`config.mk`:
```
export PLATFORM = sky130hd
export DESIGN_NAME = sumador_serie
export DESIGN_NICKNAME = d
export VERILOG_FILES = /design/src/rtl/sumador_pkg.sv /design/src/rtl/sumador_completo.sv /design/src/rtl/sumador_serie.sv
export SDC_FILE = /design/constraint.sdc
export NUM_CORES = 1
export LEC_CHECK = 0
export ABC_CLOCK_PERIOD_IN_PS = 3580
export CAP_MARGIN = 20
export CORE_MARGIN = 5
export CORE_UTILIZATION = 55
export CTS_BUF_LIST = sky130_fd_sc_hd__clkbuf_8
export CTS_CLUSTER_SIZE = 20
export DETAILED_ROUTE_END_ITERATION = 8
export GPL_TIMING_DRIVEN = 0
export HOLD_SLACK_MARGIN = 0.1
export PLACE_DENSITY = 0.84
export SYNTH_ARGS = -nofsm -noshare
export SYNTH_HDL_FRONTEND = slang
export SYNTH_HIERARCHICAL = 1
export SYNTH_SLANG_ARGS = --single-unit
export TNS_END_PERCENT = 5
```
`constraint.sdc`:
```
create_clock -name clk -period 3.58 [get_ports clk]
set_input_delay 0.358 -clock clk [delete_from_list [all_inputs] [get_ports clk]]
set_output_delay 0.358 -clock clk [all_outputs]
set_load 0.005 [all_outputs]
```
`src/rtl/sumador_pkg.sv`:
```
// Shared definitions for the serial add/subtract block family.
// Holds the FSM state encoding, the default operand width and a counter-width helper.
// Purely declarative; no logic or latency of its own.
package sumador_pkg;

  localparam int SUMADOR_N_DEF = 4;

  typedef enum logic [1:0] {
    ST_IDLE = 2'b00,
    ST_RUN  = 2'b01,
    ST_FIN  = 2'b10
  } state_t;

  // Bits needed to count 0..n-1; never narrower than one bit.
  function automatic int cnt_width(input int n);
    return (n > 1) ? $clog2(n) : 1;
  endfunction

endpackage

```
`src/rtl/sumador_completo.sv`:
```
// One-bit full adder: s = a^b^ci, co = majority(a,b,ci).
// Purely combinational, zero latency.
// No handshake; the caller decides when the outputs are consumed.
module sumador_completo (
  input  logic a,
  input  logic b,
  input  logic ci,
  output logic s,
  output logic co
);

  assign s  = a ^ b ^ ci;
  assign co = (a & b) | (a & ci) | (b & ci);

endmodule

```
`src/rtl/sumador_serie.sv`:
```
// Bit-serial unsigned adder, LSB first, one full adder reused over N cycles.
// Latency: start accepted at edge t -> registered done pulse after edge t+N+1.
// start is only honoured in IDLE; requests while busy are dropped, not queued.
module sumador_serie
  import sumador_pkg::*;
#(
  parameter int N = SUMADOR_N_DEF
) (
  input  logic         clk,
  input  logic         rst,
  input  logic         start,
  input  logic [N-1:0] A,
  input  logic [N-1:0] B,
  input  logic         Cin,
  output logic         busy,
  output logic         done,
  output logic [N-1:0] S,
  output logic         Cout
);

  localparam int            CW       = cnt_width(N);
  localparam logic [CW-1:0] CNT_LAST = CW'(N - 1);

  state_t        state_q, state_d;
  logic [N-1:0]  a_q, b_q, r_q, s_q;
  logic          c_q, cout_q, done_q;
  logic [CW-1:0] cnt_q;

  logic          load_op, shift_en, fin;
  logic          sum_bit, carry_bit;

  // The single full adder always works on the current LSB of the shifting operands.
  sumador_completo u_fa (
    .a  (a_q[0]),
    .b  (b_q[0]),
    .ci (c_q),
    .s  (sum_bit),
    .co (carry_bit)
  );

  // State register; reset wins over any pending start.
  always_ff @(posedge clk) begin
    if (rst) state_q <= ST_IDLE;
    else     state_q <= state_d;
  end

  // Next state: RUN exits after the counter has reached the last bit.
  always_comb begin
    state_d = state_q;
    case (state_q)
      ST_IDLE: if (start) state_d = ST_RUN;
      ST_RUN:  if (cnt_q == CNT_LAST) state_d = ST_FIN;
      ST_FIN:  state_d = ST_IDLE;
      default: state_d = ST_IDLE;
    endcase
  end

  // Per-state control strobes.
  always_comb begin
    load_op  = 1'b0;
    shift_en = 1'b0;
    fin      = 1'b0;
    busy     = 1'b0;
    case (state_q)
      ST_IDLE: load_op = start;
      ST_RUN: begin
        shift_en = 1'b1;
        busy     = 1'b1;
      end
      ST_FIN: begin
        fin  = 1'b1;
        busy = 1'b1;
      end
      default: ;
    endcase
  end

  // Datapath: capture operands, shift one bit per RUN cycle, publish on leaving FIN.
  always_ff @(posedge clk) begin
    if (rst) begin
      a_q    <= '0;
      b_q    <= '0;
      r_q    <= '0;
      c_q    <= 1'b0;
      cnt_q  <= '0;
      s_q    <= '0;
      cout_q <= 1'b0;
      done_q <= 1'b0;
    end else begin
      done_q <= fin;
      if (load_op) begin
        a_q   <= A;
        b_q   <= B;
        c_q   <= Cin;
        r_q   <= '0;
        cnt_q <= '0;
      end else if (shift_en) begin
        a_q <= a_q >> 1;
        b_q <= b_q >> 1;
        c_q <= carry_bit;
        // New sum bit enters at the top; after N shifts bit 0 sits at index 0.
        r_q <= {sum_bit, r_q[N-1:1]};
        // Saturate on the last bit so the counter never wraps inside RUN.
        if (cnt_q != CNT_LAST) cnt_q <= cnt_q + CW'(1);
      end
      if (fin) begin
        s_q    <= r_q;
        cout_q <= c_q;
      end
    end
  end

  assign done = done_q;
  assign S    = s_q;
  assign Cout = cout_q;

endmodule

```
# Yosys cells after proc, flatten, opt, wreduce, memory -nomap -nowiden
# Index checks and enable logic that the tools add are counted.
# word_totals
register_bits,23
latchBits,0
mem_bits_rw,0
mem_bits_ro,0
in_bits,12
word_cells,42
memories,0
# classes
n_addsub,1
mul,0
div,0
order_cmp,0
eq_ne,6
shift,0
mux,13
bitwise,7
n_reduce_logical,6
# op_table
cell,n
two-way mux 4 bit,4
two-way mux 1 bit,6
!= test 2 bit (second input constant),3
== test 2 bit (second input constant),2
two-way mux 2 bit,2
one-hot mux 2 bit (2 select lines),1
AND reduction 2 bit,2
OR reduction 2 bit,2
bitwise AND 1 bit,3
adder 2 x 1 -> 2 bit (second input constant),1
== test 2 x 1 -> 1 bit (second input constant),1
logical NOT 2 bit,1
bitwise OR 1 bit,2
nonzero test 2 bit,1
XOR 1 bit,2

# Depth between registers and ports, before layout
# depth
depth_word,5
ltp_mapped,6
depth_no_buf,5

# Hierarchy
# Netlist, hierarchy kept.
# by_module_without_submodules
module,n_inst,cells_per_inst,area_per_inst_um2,seq_area_each_um2
sumador_serie,1,97,993.5,460.4
sumador_completo,1,1,20.0,0.0

# Worst setup path before layout
# No wires, ideal clock.
# synth_timing
path_type,reg-to-reg
startpoint,reg state_q[1]
endpoint,reg state_q[0]
setup_ns,0.120
t_arrival_ns,1.143
t_required_ns,3.460
slack_ns,2.317
stages_incl_launch_ff,7
n_path_buf,1
synth_period_minus_slack_ns,1.263
cell_sequence,dfxtp_1 -> inv_1 -> ha_1 -> buf_6 -> and2b_2 -> o21ai_0 -> a21oi_1
# synth_between
elab_chain_len,3
# synth_lines
element,line_no,text
"start, declared",sumador_serie.sv:24,"state_t state_q, state_d;"
"start signal, assigned",sumador_serie.sv:44,else state_q <= state_d;
== test 2 x 1 -> 1 bit or logical NOT 2 bit (tied branches),sumador_serie.sv:50,case (state_q)
!= test 2 bit (no line),n/a,
AND reduction 2 bit (no line),n/a,
# Parallel ways exist; a longest one is shown, timed or not.
# A chain may end at the register's enable or synchronous reset.

# Worst setup path after layout
# layout_timing
startpoint,reg state_q[1]
endpoint,out busy
# layout_between
elab_chain_len,3
# layout_lines
element,line_no,text
== test 2 bit or == test 2 x 1 -> 1 bit (tied branches),sumador_serie.sv:64,case (state_q)
OR reduction 2 bit (no line) (*),n/a,
two-way mux 1 bit (*),sumador_serie.sv:64,
"end, declared",sumador_serie.sv:15,"output logic busy,"
# Mark *: on every way between the ends. The rest lies on a longest branch, timed or not.

==> results.cfg <==
[routing]
vias = 742
drt-total-wl_microns = 1940
avgRoutedWirePerCell_microns = 13.4
postRouteAntennaNets = 0
dr.pass1.iters = 4
drt-vias-per-instance = 5.15
drtIter0Drc = 11
drc_errors = 0

[synth]
yosysUniqueCellTypes = 20
ys_warn_count = 6
ys_ff_latch = 23
syn_inst = 98
synth.avg_cell_area_sq_um = 10.3
synth.cell_area_sq_um = 1010
ys_seq_area_share_pct = 45.4
syn_nets = 116

[power_and_ir_drop]
p_comb_share_pct = 21.0
power_frac_seq_pct = 50.6
pwr-share-clk_pct = 28.4
p_int_uw = 411
switchingPower_uw = 146
totalPowerFinal_uw = 557
irDropWorstVdd_mv = 0.337
swShare_pct = 26.2
leakage_uw = 0.000477
p_per_area_nw_per_um2 = 442

[worst_hold_path]
min_from = rst
worstHoldPathType = in -> reg
whs_path_depth = 2
holdPathEnd = b_q[2]

[timing]
tightest_slew_ps = 234
fmax_mhz = 535
slew_headroom_pct = 84.4
rsz0062_at_grt = no
setup_tns_ps = 0
skew_ps = 4.55
fin_crit_sh_pct = 52.2
layout_min_cycle_time_ps = 1870
drv_slew = 0
hold_violations = 0
setup_violations = 0

[critical_path]
cp_data_arrival_time_ps = 1510
reg2reg_slack_ps = 2170
worstPathMaxFanout = 3
r2r_start = state_q[1]
endpoint_kind = primary output
reg2reg_to = state_q[0]
critPathKind = reg -> out
critical-path-slowest-cell = clkdlybuf4s50_1
start_kind = register
slowest_delay_ps = 490
required_ps = 3220
path_cells = inv_1 -> ha_1 -> clkdlybuf4s50_1
r2r.worst_path.cells = 6

[placement]
dp.cells = 140
gp_congestion = 0.793
dpl.hpwl_microns = 1400
place_area_sq_um = 1210
io_buffers = 17

[clock_tree]
clock_path_buffers = 2
numClockSinks = 23
insertion_delay_ps = 260
clk_pin_slew_worst_paths_ps = 80
cts_buffers = 3
postCtsSetupBuffers = 0
cts-root-buf = clkbuf_8
cts_tree = done
ctsHtreeMaxLevel = 1
cts_resized = 0
cts_hold_buf = 0

[floorplanning]
dieArea_sq_um = 2800
initial_core_util_pct = 58.1
num_rows = 15
core-area_sq_um = 1750
dieHeight_microns = 52.9
ioPinCount = 19
dieWidth_microns = 52.9

[grt]
grt_max_degree = 14
grt_usage_pct = 15.2
grt_antenna_before_repair = 0
grt_pass1_vias = 740
overflow = 0
grt_pass1_wl_microns = 3170

[run_status]
outcome = completed

[finish]
area_delta_synth_final_pct = 24.4
final-instance-count-excl-fill = 144
nets = 138
drive_gt1_share_pct = 10.1
antenna_cells = 0
design_area_sq_um = 1260

[run]
cap_violations = 0
layout make-up:
| type | count | area, sq um |
|---|---|---|
| tap | 25 | 31.3 |
| clock inverter | 1 | 5.00 |
| clock buffer | 3 | 41.3 |
| buffer | 6 | 57.6 |
| fill | 151 | 484 |
| sequential | 23 | 460 |
| timing repair buffer | 17 | 170 |
| multi-input combinational | 67 | 488 |
| inverter | 2 | 7.51 |
cell families after synthesis:
logic type	count (synthesis)	share of synthesized area (%)
AO/OA/AOI/OAI	12	7.65
multiplexers	17	16.8
flip-flops	23	45.4
buffers and inverters	8	6.42
XOR/XNOR	1	0.864
adder cells (fa/ha/maj)	6	8.15
AND/OR/NAND/NOR	31	14.7
registers in the layout (all words and copies together), names as in the netlist:
signal   flops
a_q          4
S            4
cnt_q        2
done         1
state_q      2
Cout         1
r_q          4
b_q          4
c_q          1
synthesized netlist by cell type:
cell,n,area [sq um]
dfxtp_1,23,460
nor2_1,19,71.3
mux2i_1,17,170
a211oi_1,7,52.6
ha_1,5,62.6
a21oi_1,4,20.0
buf_2,3,15.0
nand3b_1,3,22.5
buf_6,2,22.5
inv_1,2,7.51
nand2b_1,2,12.5
nand3_1,2,10.0
nor2b_1,2,12.5
and2b_2,1,8.76
buf_12,1,20.0
fa_1,1,20.0
nand2_2,1,6.26
nor3_1,1,5.00
o21ai_0,1,5.00
xnor2_1,1,8.76
per-layer routing:
metal  GRT usage (%)  share of wire, %
met4            6.38               1.1
met1            17.9                45
met5               0                 0
met2            26.7                48
met3            3.10               5.0
power by group through the flow:
stage               Combinational, uW  Sequential [uW]  Clock, uW
CTS                               117              282        161
global placement                  113              288          0
global route                      127              285        174
finish                            117              282        158
detailed placement                116              289          0
floorplan                        84.6              286          0
metrics by stage:
stage	hold WS, ps	setup slack (ps)	util, %
3_5_place_dp	485	1990	69.6
4_1_cts	386	1700	72.3
6_report	386	1710	72.3
3_3_place_gp	475	2050	69.6
2_1_floorplan	460	2320	-
5_1_grt	389	1630	72.3
critical path: cells and delay by family, from the launching register on:
family	cells	cell delay (ps)
adder cells (fa/ha/maj)	1	300
buffers and inverters	2	590
flip-flops	1	370
worst max path at each step:
stage / from / end / slack (ps) / depth (start not counted)
after global routing: state_q[0] / busy / 1630 / 3
after CTS: state_q[0] / busy / 1700 / 3
after floorplan: state_q[1] / state_q[0] / 2320 / 6
after global placement: start / a_q[2] / 2050 / 4
after detailed placement: state_q[0] / busy / 1990 / 3
final: state_q[1] / busy / 1710 / 3
layout by cell type (no fill, tap or decap), drive strengths merged:
cell type,count
dfxtp,23
nor2,19
mux2i,17
clkdlybuf4s50,17
a211oi,7
buf,6
ha,5
a21oi,4
nand3b,3
clkbuf,3
inv,2
nand2b,2
nor2b,2
nand3,2
nand2,1
and2b,1
xnor2,1
o21ai,1
nor3,1
clkinv,1
fa,1
Note: power is estimated with default switching activity, not from simulation.
